`src/rtl/spi_pkg.sv`:
```
// Shared SPI definitions: mode constants, default sizes and peripheral state encoding.
package spi_pkg;

    // Mode 0: sclk idles low, data sampled on the rising edge.
    localparam int unsigned SPI_CPOL          = 0;
    localparam int unsigned SPI_CPHA          = 0;
    localparam int unsigned SPI_DEFAULT_WIDTH = 8;
    localparam int unsigned SPI_DEFAULT_SYNC  = 2;

    typedef enum logic {
        ST_IDLE   = 1'b0,
        ST_ACTIVE = 1'b1
    } spi_state_e;

endpackage

```
`src/rtl/spi_sync_edge.sv`:
```
// N-stage synchronizer followed by one edge-detect flop.
// Ports:
//   i_clk, i_rst_n : system clock, async active-low reset
//   i_d            : asynchronous input
//   o_level        : synchronized level (last synchronizer stage)
//   o_rise_c       : combinational one-cycle pulse on a synchronized rising edge
//   o_fall_c       : combinational one-cycle pulse on a synchronized falling edge
module spi_sync_edge #(
    parameter int unsigned N        = 2,
    parameter logic        IDLE_VAL = 1'b0
) (
    input  logic i_clk,
    input  logic i_rst_n,
    input  logic i_d,
    output logic o_level,
    output logic o_rise_c,
    output logic o_fall_c
);

    logic [N-1:0] r_sync;
    logic         r_prev;

    // Shift chain; reset to the line's idle level so reset release creates no edge.
    always_ff @(posedge i_clk or negedge i_rst_n) begin
        if (!i_rst_n) begin
            r_sync <= {N{IDLE_VAL}};
            r_prev <= IDLE_VAL;
        end else begin
            r_sync <= (r_sync << 1) | N'(i_d);
            r_prev <= r_sync[N-1];
        end
    end

    assign o_level  = r_sync[N-1];
    assign o_rise_c = r_sync[N-1] & ~r_prev;
    assign o_fall_c = ~r_sync[N-1] & r_prev;

endmodule

```
`src/rtl/spi_peripheral.sv`:
```
// SPI mode-0 peripheral with a one-word transmit holding register.
// Ports:
//   i_clk, i_rst_n          : system clock, async active-low reset
//   i_sclk, i_cs_n, i_mosi  : external SPI lines (asynchronous)
//   o_miso, o_miso_oe       : serial out and its output enable
//   i_tx_data/i_tx_valid    : word offered to the holding register
//   o_tx_ready              : holding register empty
//   o_rx_data/o_rx_valid    : last received word and its update pulse
//   o_tx_underrun           : a load found the holding register empty
//   o_frame_error           : cs_n rose in the middle of a word
module spi_peripheral
    import spi_pkg::*;
#(
    parameter int unsigned WIDTH       = SPI_DEFAULT_WIDTH,
    parameter int unsigned SYNC_STAGES = SPI_DEFAULT_SYNC
) (
    input  logic             i_clk,
    input  logic             i_rst_n,
    input  logic             i_sclk,
    input  logic             i_cs_n,
    input  logic             i_mosi,
    output logic             o_miso,
    output logic             o_miso_oe,
    input  logic [WIDTH-1:0] i_tx_data,
    input  logic             i_tx_valid,
    output logic             o_tx_ready,
    output logic [WIDTH-1:0] o_rx_data,
    output logic             o_rx_valid,
    output logic             o_tx_underrun,
    output logic             o_frame_error
);

    localparam int unsigned CNT_W = $clog2(WIDTH + 1);

    logic w_sclk_level_unused, w_sclk_rise, w_sclk_fall;
    logic w_cs_level, w_cs_rise, w_cs_fall;
    logic w_mosi, w_mosi_rise_unused, w_mosi_fall_unused;

    spi_sync_edge #(.N(SYNC_STAGES), .IDLE_VAL(1'b0)) u_sync_sclk (
        .i_clk(i_clk), .i_rst_n(i_rst_n), .i_d(i_sclk),
        .o_level(w_sclk_level_unused), .o_rise_c(w_sclk_rise), .o_fall_c(w_sclk_fall)
    );
    spi_sync_edge #(.N(SYNC_STAGES), .IDLE_VAL(1'b1)) u_sync_cs (
        .i_clk(i_clk), .i_rst_n(i_rst_n), .i_d(i_cs_n),
        .o_level(w_cs_level), .o_rise_c(w_cs_rise), .o_fall_c(w_cs_fall)
    );
    spi_sync_edge #(.N(SYNC_STAGES), .IDLE_VAL(1'b0)) u_sync_mosi (
        .i_clk(i_clk), .i_rst_n(i_rst_n), .i_d(i_mosi),
        .o_level(w_mosi), .o_rise_c(w_mosi_rise_unused), .o_fall_c(w_mosi_fall_unused)
    );

    spi_state_e       r_state, w_state_next;
    logic [CNT_W-1:0] r_cnt;
    logic [WIDTH-1:0] r_shift_rx, r_shift_tx, r_hold, r_rx_data;
    logic             r_hold_empty, r_load_pend, r_rx_pend;
    logic             r_rx_valid, r_tx_underrun, r_frame_error;

    logic w_enter, w_exit, w_sample, w_fall, w_load, w_shift, w_ferr, w_word_done;

    assign w_word_done = (r_cnt == CNT_W'(WIDTH));

    // State register.
    always_ff @(posedge i_clk or negedge i_rst_n) begin
        if (!i_rst_n) r_state <= ST_IDLE;
        else          r_state <= w_state_next;
    end

    // Next-state logic.
    always_comb begin
        w_state_next = r_state;
        case (r_state)
            ST_IDLE:   if (w_cs_fall) w_state_next = ST_ACTIVE;
            ST_ACTIVE: if (w_cs_rise) w_state_next = ST_IDLE;
            default:   w_state_next = ST_IDLE;
        endcase
    end

    // Control decode; a cs_n rise masks any coincident sclk edge.
    always_comb begin
        w_enter  = 1'b0;
        w_exit   = 1'b0;
        w_sample = 1'b0;
        w_fall   = 1'b0;
        w_ferr   = 1'b0;
        case (r_state)
            ST_IDLE: w_enter = w_cs_fall;
            ST_ACTIVE: begin
                if (w_cs_rise) begin
                    w_exit = 1'b1;
                    w_ferr = (r_cnt != '0) && !w_word_done;
                end else begin
                    w_sample = w_sclk_rise;
                    w_fall   = w_sclk_fall;
                end
            end
            default: ;
        endcase
        // The first fall after a completed word reloads instead of shifting.
        w_load  = w_enter | (w_fall & r_load_pend);
        w_shift = w_fall & ~r_load_pend;
    end

    // Receive path: bit counter, shift register and word delivery.
    always_ff @(posedge i_clk or negedge i_rst_n) begin
        if (!i_rst_n) begin
            r_cnt       <= '0;
            r_shift_rx  <= '0;
            r_rx_data   <= '0;
            r_rx_pend   <= 1'b0;
            r_rx_valid  <= 1'b0;
            r_load_pend <= 1'b0;
        end else begin
            r_rx_pend  <= 1'b0;
            r_rx_valid <= r_rx_pend;
            if (w_word_done) begin
                r_cnt     <= '0;
                r_rx_data <= r_shift_rx;
                r_rx_pend <= 1'b1;
            end else if (w_enter || w_exit) begin
                r_cnt <= '0;
            end else if (w_sample) begin
                r_cnt <= r_cnt + CNT_W'(1);
            end
            if (w_sample) r_shift_rx <= (r_shift_rx << 1) | WIDTH'(w_mosi);
            if (w_enter || w_exit)  r_load_pend <= 1'b0;
            else if (w_word_done)   r_load_pend <= 1'b1;
            else if (w_load)        r_load_pend <= 1'b0;
        end
    end

    // Transmit path: holding register and output shifter.
    always_ff @(posedge i_clk or negedge i_rst_n) begin
        if (!i_rst_n) begin
            r_hold        <= '0;
            r_hold_empty  <= 1'b1;
            r_shift_tx    <= '0;
            r_tx_underrun <= 1'b0;
            r_frame_error <= 1'b0;
        end else begin
            r_tx_underrun <= w_load & r_hold_empty;
            r_frame_error <= w_ferr;
            if (w_load)       r_shift_tx <= r_hold_empty ? '0 : r_hold;
            else if (w_shift) r_shift_tx <= r_shift_tx << 1;
            // An accept can only happen when empty, so a coincident load underruns first.
            if (i_tx_valid && r_hold_empty) begin
                r_hold       <= i_tx_data;
                r_hold_empty <= 1'b0;
            end else if (w_load && !r_hold_empty) begin
                r_hold_empty <= 1'b1;
            end
        end
    end

    assign o_miso        = (r_state == ST_ACTIVE) & r_shift_tx[WIDTH-1];
    assign o_miso_oe     = ~w_cs_level;
    assign o_tx_ready    = r_hold_empty;
    assign o_rx_data     = r_rx_data;
    assign o_rx_valid    = r_rx_valid;
    assign o_tx_underrun = r_tx_underrun;
    assign o_frame_error = r_frame_error;

endmodule

```
`config.mk`:
```
export PLATFORM = sky130hd
export DESIGN_NAME = spi_peripheral
export DESIGN_NICKNAME = d
export VERILOG_FILES = /design/src/rtl/spi_pkg.sv /design/src/rtl/spi_sync_edge.sv /design/src/rtl/spi_peripheral.sv
export SDC_FILE = /design/constraint.sdc
export NUM_CORES = 1
export LEC_CHECK = 0
export BUFFER_PORTS_ARGS = -buffer_cell sky130_fd_sc_hd__buf_2
export CAP_MARGIN = 25
export CORE_MARGIN = 2
export CORE_UTILIZATION = 45
export CTS_CLUSTER_DIAMETER = 80
export DETAILED_ROUTE_END_ITERATION = 8
export PLACE_DENSITY = 0.61
export SLEW_MARGIN = 5
export SYNTH_ARGS = -nofsm -noshare
export SYNTH_HDL_FRONTEND = slang
export SYNTH_HIERARCHICAL = 1
export SYNTH_SLANG_ARGS = --single-unit
```
`constraint.sdc`:
```
create_clock -name i_clk -period 2.35 [get_ports i_clk]
set_clock_uncertainty 0.1 [all_clocks]
set_input_delay 0 -clock i_clk [delete_from_list [all_inputs] [get_ports i_clk]]
set_output_delay 0 -clock i_clk [all_outputs]
set_load 0.01 [all_outputs]
```
# After elaboration in Yosys (flattened, before gate mapping)
# Index checks and enable logic that the tools add are counted.
[classes] n_addsub=1 eq_ne=1 muxes=24 bitwise_logic=19 n_reduce_logical=11
[ops] op="two-way mux 8 bit" n=3
[ops] op="two-way mux 1 bit" n=17
[ops] op="two-way mux 4 bit" n=3
[ops] op="AND 1 bit" n=8
[ops] op="bitwise OR 8 x 1 -> 8 bit" n=1
[ops] op="NOT 1 bit" n=6
[ops] op="bitwise OR 2 x 1 -> 2 bit" n=3
[ops] op="nonzero test 3 bit" n=2
[ops] op="adder 4 x 1 -> 4 bit, second input constant" n=1
[ops] op="equality test 4 bit, second input constant" n=1
[ops] op="nonzero test 2 bit" n=2
[ops] op="nonzero test 4 bit" n=1
[ops] op="logical AND 1 bit" n=3
[ops] op="logical NOT 1 bit" n=2
[ops] op="case mux 1 bit (2 select lines)" n=1
[ops] op="logical OR 1 bit" n=1
[ops] op="bitwise OR 1 bit" n=1
[totals] ff_bits=51 in_bits=14 out_inout_bits=14

# Logic depth before layout (Yosys ltp)
# Gate-level depths: netlist of run 1.
[depth] ltp_word=9 mapped_depth=6 ltp_nobuf=5

# By module
# The synthesis of run 1 kept the hierarchy.
[by_module_without_submodules] module="spi_peripheral" instances=1 cells_each=152 area_per_inst_um2=1865.5 seq_area_each_um2=1077.3
[by_module_without_submodules] module="spi_sync_edge at u_sync_mosi ..." instances=2 cells_each=5 area_per_inst_um2=90.1 seq_area_each_um2=75.1
[by_module_without_submodules] module="spi_sync_edge at u_sync_cs" instances=1 cells_each=5 area_per_inst_um2=93.8 seq_area_each_um2=78.8

# Least setup slack after synthesis of run 1
# OpenSTA, ideal clock, no wires.
[synth_path] path_kind="register to register" from="register u_sync_cs.r_sync[1]" to="register r_shift_tx[7]" setup_time_ps=81 arrival_time_ps=1554 required_time_ps=2169 path_slack_ps=614 path_stages_with_launch=7 synth_period_minus_slack_ps=1736 cell_sequence="dfstp_2 > nor2b_1 > and3b_1 > buf_6 > or2_1 > buf_6 > a31oi_2"
[synth_via] elab_chain_len=6
[synth_rtl] item="start: declaration" line="spi_sync_edge.sv:20" text="logic [N-1:0] r_sync;"
[synth_rtl] item="start signal: assignment" line="spi_sync_edge.sv:26" text="r_sync <= {N{IDLE_VAL}};"
[synth_rtl] item="start signal: assignment" line="spi_sync_edge.sv:29" text="r_sync <= (r_sync << 1) | N'(i_d);"
[synth_rtl] item="AND 1 bit *" line="spi_sync_edge.sv:35" text="assign o_rise_c = r_sync[N-1] & ~r_prev;"
[synth_rtl] item="net w_cs_rise" line="spi_peripheral.sv:36" text="logic w_cs_level, w_cs_rise, w_cs_fall;"
[synth_rtl] item="two-way mux 1 bit *" line="spi_peripheral.sv:88" text="if (w_cs_rise) begin"
[synth_rtl] item="two-way mux 1 bit *" line="spi_peripheral.sv:85" text="case (r_state)"
[synth_rtl] item="AND 1 bit" line="spi_peripheral.sv:99" text="w_load = w_enter | (w_fall & r_load_pend);"
[synth_rtl] item="bitwise OR 1 bit" line="spi_peripheral.sv:99"
[synth_rtl] item="two-way mux 8 bit or nonzero test 2 bit (tied branches)"
[synth_rtl] item="end signal: assignment" line="spi_peripheral.sv:142" text="if (w_load) r_shift_tx <= r_hold_empty ? '0 : r_hold;"
[synth_rtl] item="end signal: assignment" line="spi_peripheral.sv:143" text="else if (w_shift) r_shift_tx <= r_shift_tx << 1;"
[synth_rtl] item="end: declaration" line="spi_peripheral.sv:54" text="logic [WIDTH-1:0] r_shift_rx, r_shift_tx, r_hold, r_rx_data;"
# The timed path passes the listed nets; every way through them passes the cells marked *.
# A chain may end at the register's enable or synchronous reset.

# Final worst setup path of run 1
[layout_path] from="register u_sync_cs.r_prev" to="register r_cnt[3]"
[layout_via] elab_chain_len=7
[layout_rtl] item="start: declaration" line="spi_sync_edge.sv:21" text="logic r_prev;"
[layout_rtl] item="start signal: assignment" line="spi_sync_edge.sv:30" text="r_prev <= r_sync[N-1];"
[layout_rtl] item="NOT 1 bit *" line="spi_sync_edge.sv:35"
[layout_rtl] item="AND 1 bit *" line="spi_sync_edge.sv:35"
[layout_rtl] item="net w_cs_rise" line="spi_peripheral.sv:36"
[layout_rtl] item="two-way mux 1 bit" line="spi_peripheral.sv:88"
[layout_rtl] item="two-way mux 1 bit" line="spi_peripheral.sv:85"
[layout_rtl] item="logical OR 1 bit" line="spi_peripheral.sv:119" text="end else if (w_enter || w_exit) begin"
[layout_rtl] item="two-way mux 4 bit" line="spi_peripheral.sv:119"
[layout_rtl] item="two-way mux 4 bit" line="spi_peripheral.sv:115" text="if (w_word_done) begin"
[layout_rtl] item="end signal: assignment" line="spi_peripheral.sv:122" text="r_cnt <= r_cnt + CNT_W'(1);"
[layout_rtl] item="end: declaration" line="spi_peripheral.sv:53" text="logic [CNT_W-1:0] r_cnt;"
# Marks and branches as above.

==> results of run 1 <==
==> power groups by stage <==
| stage | combinational, mW | sequential, mW | clock, mW |
|---|---|---|---|
| global placement | 0.462 | 1.27 | 0 |
| global route | 0.559 | 1.30 | 0.675 |
| CTS | 0.504 | 1.26 | 0.639 |
| finish | 0.494 | 1.26 | 0.616 |
| detailed placement | 0.488 | 1.28 | 0 |
| floorplan | 0.415 | 1.22 | 0 |
==> worst max-delay path by stage <==
stage | from | end | slack (ns) | cells past startpoint
2_1_floorplan | u_sync_cs/r_sync[1]$_DFF_PN1_ | r_shift_tx[7]$_DFFE_PN0P_ | 0.61 | 6
6_report | u_sync_cs/r_prev$_DFF_PN1_ | r_cnt[3]$_DFFE_PN0P_ | 0.42 | 4
3_3_place_gp | u_sync_cs/r_sync[1]$_DFF_PN1_ | r_shift_rx[2]$_DFFE_PN0P_ | 0.47 | 3
4_1_cts | u_sync_cs/r_prev$_DFF_PN1_ | r_cnt[3]$_DFFE_PN0P_ | 0.37 | 4
5_1_grt | u_sync_cs/r_prev$_DFF_PN1_ | r_cnt[3]$_DFFE_PN0P_ | 0.23 | 4
3_5_place_dp | u_sync_cs/r_prev$_DFF_PN1_ | r_cnt[3]$_DFFE_PN0P_ | 0.39 | 4
==> state kept, by name, summed over array words and instances (netlist names), 2 cells and up <==
register	cells
o_rx_data	8
r_hold	8
r_shift_rx	8
r_shift_tx	8
r_cnt	4
u_sync_cs/r_sync	2
u_sync_mosi/r_sync	2
u_sync_sclk/r_sync	2
==> tightest hold or removal path, stage by stage <==
cell	delay, ns
buf_2	0.08
nand2_1	0.22
o31a_1	0.19
==> per-stage QoR <==
stage                     power [mW]  std cells
after floorplan                 1.63        164
after global placement          1.73        236
after detailed placement        1.77        236
after CTS                       2.40        256
after global routing            2.53        256
final                           2.37        256
==> final cells by class <==
type                       instances  area, µm²  share of cell area, %
inverter                           7       26.3                   1.05
sequential                        51       1280                   51.4
tap                               52       65.1                   2.61
multi-input combinational         96        726                   29.1
timing repair buffer              42        278                   11.1
clock buffer                       6       82.6                   3.31
clock inverter                     2       35.0                   1.40
==> routing by layer <==
layer / up-vias / GRT usage, % / routed length, µm
met2: 28 / 23.9 / 1590
met1: 644 / 20.6 / 1640
met5: - / 0 / 0
met3: 5 / 4.17 / 142
met4: 0 / 6.29 / 42
li1: 640 / - / -
==> impl_metrics.env, run 1 <==
export IMPL_worstSetupPathType="register to register"
export IMPL_cp_end_kind="register"
export IMPL_cpPeakStageDelay_ns=0.53
export IMPL_path_cells="nor2b_1 > nand3b_1 > or3_1 > a21oi_1"
export IMPL_worstPathRequired_ns=2.47
export IMPL_r2r_start="u_sync_cs/r_prev$_DFF_PN1_"
export IMPL_clock_sinks=51
export IMPL_cts_repair_resized=0
export IMPL_netSwitchingFraction_pct=26.4
export IMPL_netSwitchingPower_mw=0.625
export IMPL_path_buf_inv=0
export IMPL_status="completed"
export IMPL_first_iter_violations=117
export IMPL_yosysWarnings=6
export IMPL_worst_ir_drop_vdd_v=0.000444
export IMPL_die_width_um=72.3
export IMPL_grt_usage_pct=15.4
export IMPL_final_util_pct=56.5
export IMPL_drc=0
export IMPL_tightestPinTransition_ns=0.612
export IMPL_drive_gt1_share_pct=32.8
export IMPL_p_leak_nw=1.21
export IMPL_syn_area_per_cell_um2=12.8
export IMPL_pwr_share_seq_pct=53.2
export IMPL_fmax_ghz=0.518
export IMPL_cts_hold_buffers=12
export IMPL_cts_post_setup_buffers_inserted=0
export IMPL_die_area_um2=5230
export IMPL_cp_max_fo=12
export IMPL_antenna_found_initial=0
export IMPL_min_period_ns=1.93
export IMPL_firstDrtPassIters=4
export IMPL_syn_inst=164
export IMPL_cp_top_family="simple AND/OR/NAND/NOR gates"
export IMPL_internal_power_mw=1.74
export IMPL_place_area_um2=2260
export IMPL_r2r_end="r_cnt[3]$_DFFE_PN0P_"
export IMPL_coreArea_um2=4410
export IMPL_hp_class="input pin to register"
export IMPL_path_clk_slew_ns=0.09
export IMPL_first_global_vias=1368
export IMPL_cp_arrival_ns=2.05
export IMPL_layout_common_cells="47 x dfrtp_1, 27 x buf_2, 22 x mux2_2"
export IMPL_num_fill_cells=386
export IMPL_post_route_period_util_pct=82.1
export IMPL_finalWorstSetupSlack_ns=0.420
export IMPL_hpwl_um=2320
export IMPL_rsz0062_at_grt="no"
export IMPL_whs_endpoint="o_tx_ready$_DFFE_PN1P_"
export IMPL_syn_area_um2=2100
export IMPL_grt_start_max_net_pins=52
export IMPL_powerDensity_nw_per_um2=950
export IMPL_insertion_delay_ns=0.29
export IMPL_fin_tns_setup_ns=0
export IMPL_mostFrequentLayoutCell="dfrtp_1"
export IMPL_rows=24
export IMPL_hold_violations=0
export IMPL_htree_num_levels=2
export IMPL_r2r_setup_slack_ns=0.42
export IMPL_area_growth_pct=18.8
export IMPL_antenna_cells=0
export IMPL_die_h_um=72.3
export IMPL_start_util_pct=47.6
export IMPL_vias=1317
export IMPL_setup_viol=0
export IMPL_nets=219
export IMPL_routed_wl_um=3420
export IMPL_grt_pass1_wl_um=6140
export IMPL_maxSlewViolCount=0
export IMPL_pre_cts_ws_ns=0.386
export IMPL_whs_path_depth=3
export IMPL_via_per_inst=5.14
export IMPL_grt_overflow=0
export IMPL_crit_slowest_cell="dfstp_2"
export IMPL_wire_per_inst_um=13.4
export IMPL_io_buffers=27
export IMPL_pin_count=28
export IMPL_ant_nets=0
export IMPL_synth_nets=180
export IMPL_place_congestion=0.776
export IMPL_r2r_cells=4
export IMPL_crit_path_start_kind="register"
export IMPL_cts_root_buf="clkbuf_8"
export IMPL_pwr_share_comb_pct=20.8
export IMPL_stdcell_area_um2=2490
export IMPL_hold_slack_ns=0.0885
export IMPL_p_clk_share_pct=26.0
export IMPL_cts_tree="done"
export IMPL_cts_buffers=5
export IMPL_worstHoldStart="i_tx_valid"
export IMPL_relSlewSlack_pct=59.1
export IMPL_cts_buffer_depth=2
export IMPL_maxCapViolations=0
(Power assumes the default switching activity.)
==> inputs of run 2 (changes only) <==
==> constraint.sdc (replaced) <==
create_clock -name i_clk -period 1.9 [get_ports i_clk]
set_clock_uncertainty 0.1 [all_clocks]
set_input_delay 0 -clock i_clk [delete_from_list [all_inputs] [get_ports i_clk]]
set_output_delay 0 -clock i_clk [all_outputs]
set_load 0.01 [all_outputs]
==> run 2 against run 1 <==
Against the previous run: first-iteration DRC count is 66% lower; die area did not move; cell area is 1.6% higher; highest routed layer unchanged; worst hold slack worse by 0.028 ns; largest power group unchanged; critical endpoint is now r_shift_tx[1]$_DFFE_PN0P_; total power is 25% higher.
==> impl_metrics.env, run 2 (same netlist as run 1, synthesis figures left out) <==
export IMPL_antenna_cells=0
export IMPL_fin_tns_setup_ns=0
export IMPL_nets=222
export IMPL_antenna_found_initial=0
export IMPL_cp_end_kind="register"
export IMPL_die_width_um=72.3
export IMPL_firstDrtPassIters=4
export IMPL_crit_path_start_kind="register"
export IMPL_rows=24
export IMPL_first_iter_violations=40
export IMPL_cts_tree="done"
export IMPL_finalWorstSetupSlack_ns=0.127
export IMPL_grt_pass1_wl_um=6290
export IMPL_p_leak_nw=1.23
export IMPL_grt_overflow=0
export IMPL_busiest_layer="met2"
export IMPL_min_period_ns=1.77
export IMPL_pwr_share_seq_pct=52.2
export IMPL_netSwitchingFraction_pct=27.0
export IMPL_die_h_um=72.3
export IMPL_status="completed"
export IMPL_r2r_start="u_sync_cs/r_prev$_DFF_PN1_"
export IMPL_path_clk_slew_ns=0.09
export IMPL_hold_violations=0
export IMPL_tightestPinTransition_ns=0.385
export IMPL_cp_max_fo=13
export IMPL_pwr_share_comb_pct=21.9
export IMPL_vias=1365
export IMPL_powerDensity_nw_per_um2=1170
export IMPL_cp_arrival_ns=1.84
export IMPL_die_area_um2=5230
export IMPL_worstPathRequired_ns=1.97
export IMPL_pin_count=28
export IMPL_mostFrequentLayoutCell="dfrtp_1"
export IMPL_drc=0
export IMPL_cts_root_buf="clkbuf_8"
export IMPL_cts_buffers=5
export IMPL_wire_per_inst_um=14.2
export IMPL_worstSetupPathType="register to register"
export IMPL_met2_usage_pct=25.8
export IMPL_hpwl_um=2560
export IMPL_hp_class="input pin to register"
export IMPL_maxSlewViolCount=0
export IMPL_coreArea_um2=4410
export IMPL_worstHoldStart="i_tx_valid"
export IMPL_routed_wl_um=3670
export IMPL_place_congestion=0.794
export IMPL_num_fill_cells=392
export IMPL_netSwitchingPower_mw=0.803
export IMPL_drive_gt1_share_pct=34.8
export IMPL_area_growth_pct=20.7
export IMPL_internal_power_mw=2.17
export IMPL_p_clk_share_pct=25.8
export IMPL_worst_ir_drop_vdd_v=0.000696
export IMPL_cp_startpoint="u_sync_cs/r_prev$_DFF_PN1_"
export IMPL_pre_cts_ws_ns=-0.0460
export IMPL_io_buffers=27
export IMPL_clock_sinks=51
export IMPL_grt_usage_pct=15.9
export IMPL_fmax_ghz=0.564
export IMPL_maxCapViolations=0
export IMPL_cts_buffer_depth=2
export IMPL_post_route_period_util_pct=93.3
export IMPL_start_util_pct=47.6
export IMPL_setup_viol=0
export IMPL_use_met1_pct=20.4
export IMPL_grt_start_max_net_pins=52
export IMPL_htree_num_levels=2
export IMPL_insertion_delay_ns=0.30
export IMPL_layout_common_cells="47 x dfrtp_1, 27 x buf_2, 22 x mux2_2"
export IMPL_first_global_vias=1379
export IMPL_ant_nets=0
export IMPL_via_per_inst=5.27
export IMPL_relSlewSlack_pct=74.2
export IMPL_met3_usage_pct=4.44
[run 2: power groups by stage]
stage | clock, mW | combinational, mW | sequential [mW]
2_1_floorplan | 0 | 0.514 | 1.50
3_3_place_gp | 0 | 0.594 | 1.56
3_5_place_dp | 0 | 0.637 | 1.58
4_1_cts | 0.796 | 0.660 | 1.56
5_1_grt | 0.836 | 0.724 | 1.60
6_report | 0.768 | 0.652 | 1.55
[run 2: path summary, 6_finish.rpt]
check / endpoint / slack [ns] / cells past startpoint
worst max register to register: r_shift_tx[1]$_DFFE_PN0P_ / 0.13 / 4
min in group asynchronous: o_rx_valid$_DFF_PN0_ / 0.11 / 3
max in group asynchronous: u_sync_cs/r_sync[0]$_DFF_PN1_ / 1.31 / 3
worst min-delay path: o_tx_ready$_DFFE_PN1P_ / 0.06 / 3
worst max-delay path: r_shift_tx[1]$_DFFE_PN0P_ / 0.13 / 4
worst min register to register: u_sync_mosi/r_sync[1]$_DFF_PN0_ / 0.25 / 0
[run 2: routing by layer]
metal | vias up | routed length [µm]
met5 | - | 0
li1 | 650 | -
met4 | 0 | 68
met1 | 668 | 1680
met2 | 39 | 1750
met3 | 8 | 169
[run 2: through the flow]
step	std cells	power [mW]	util [%]	hold slack [ns]	instance area, µm²
4_1_cts	259	3.01	57.3	0.0604	2530
3_3_place_gp	239	2.15	51.9	-0.0955	2290
5_1_grt	259	3.16	57.4	0.0899	2530
2_1_floorplan	164	2.02	-	-0.396	2100
6_report	259	2.97	57.4	0.0604	2530
3_5_place_dp	239	2.22	51.9	-0.0866	2290
[run 2: what timing repair did]
| action | 4_1_cts | 5_1_grt |
|---|---|---|
| hold endpoints to repair | 62 | 0 |
| endpoints found under the setup margin | 7 | 1 |
| buffers inserted | 0 | 0 |
| pin swaps | 0 | 0 |
| resized for setup | 1 | 1 |
| hold buffers | 12 | 0 |
[run 2: critical path, stage by stage (launching register included)]
cell     delay [ns]
dfstp_2        0.54
and2b_2        0.16
nor2b_2        0.36
or2_1          0.34
a31oi_1        0.14
[run 2: layout make-up]
type	count	area (µm²)	area share [%]
Tap cell	52	65.1	2.57
Clock inverter	2	35.0	1.38
Sequential cell	51	1280	50.6
Clock buffer	6	82.6	3.26
Multi-Input combinational cell	96	731	28.8
Timing Repair Buffer	45	313	12.3
Inverter	7	26.3	1.04
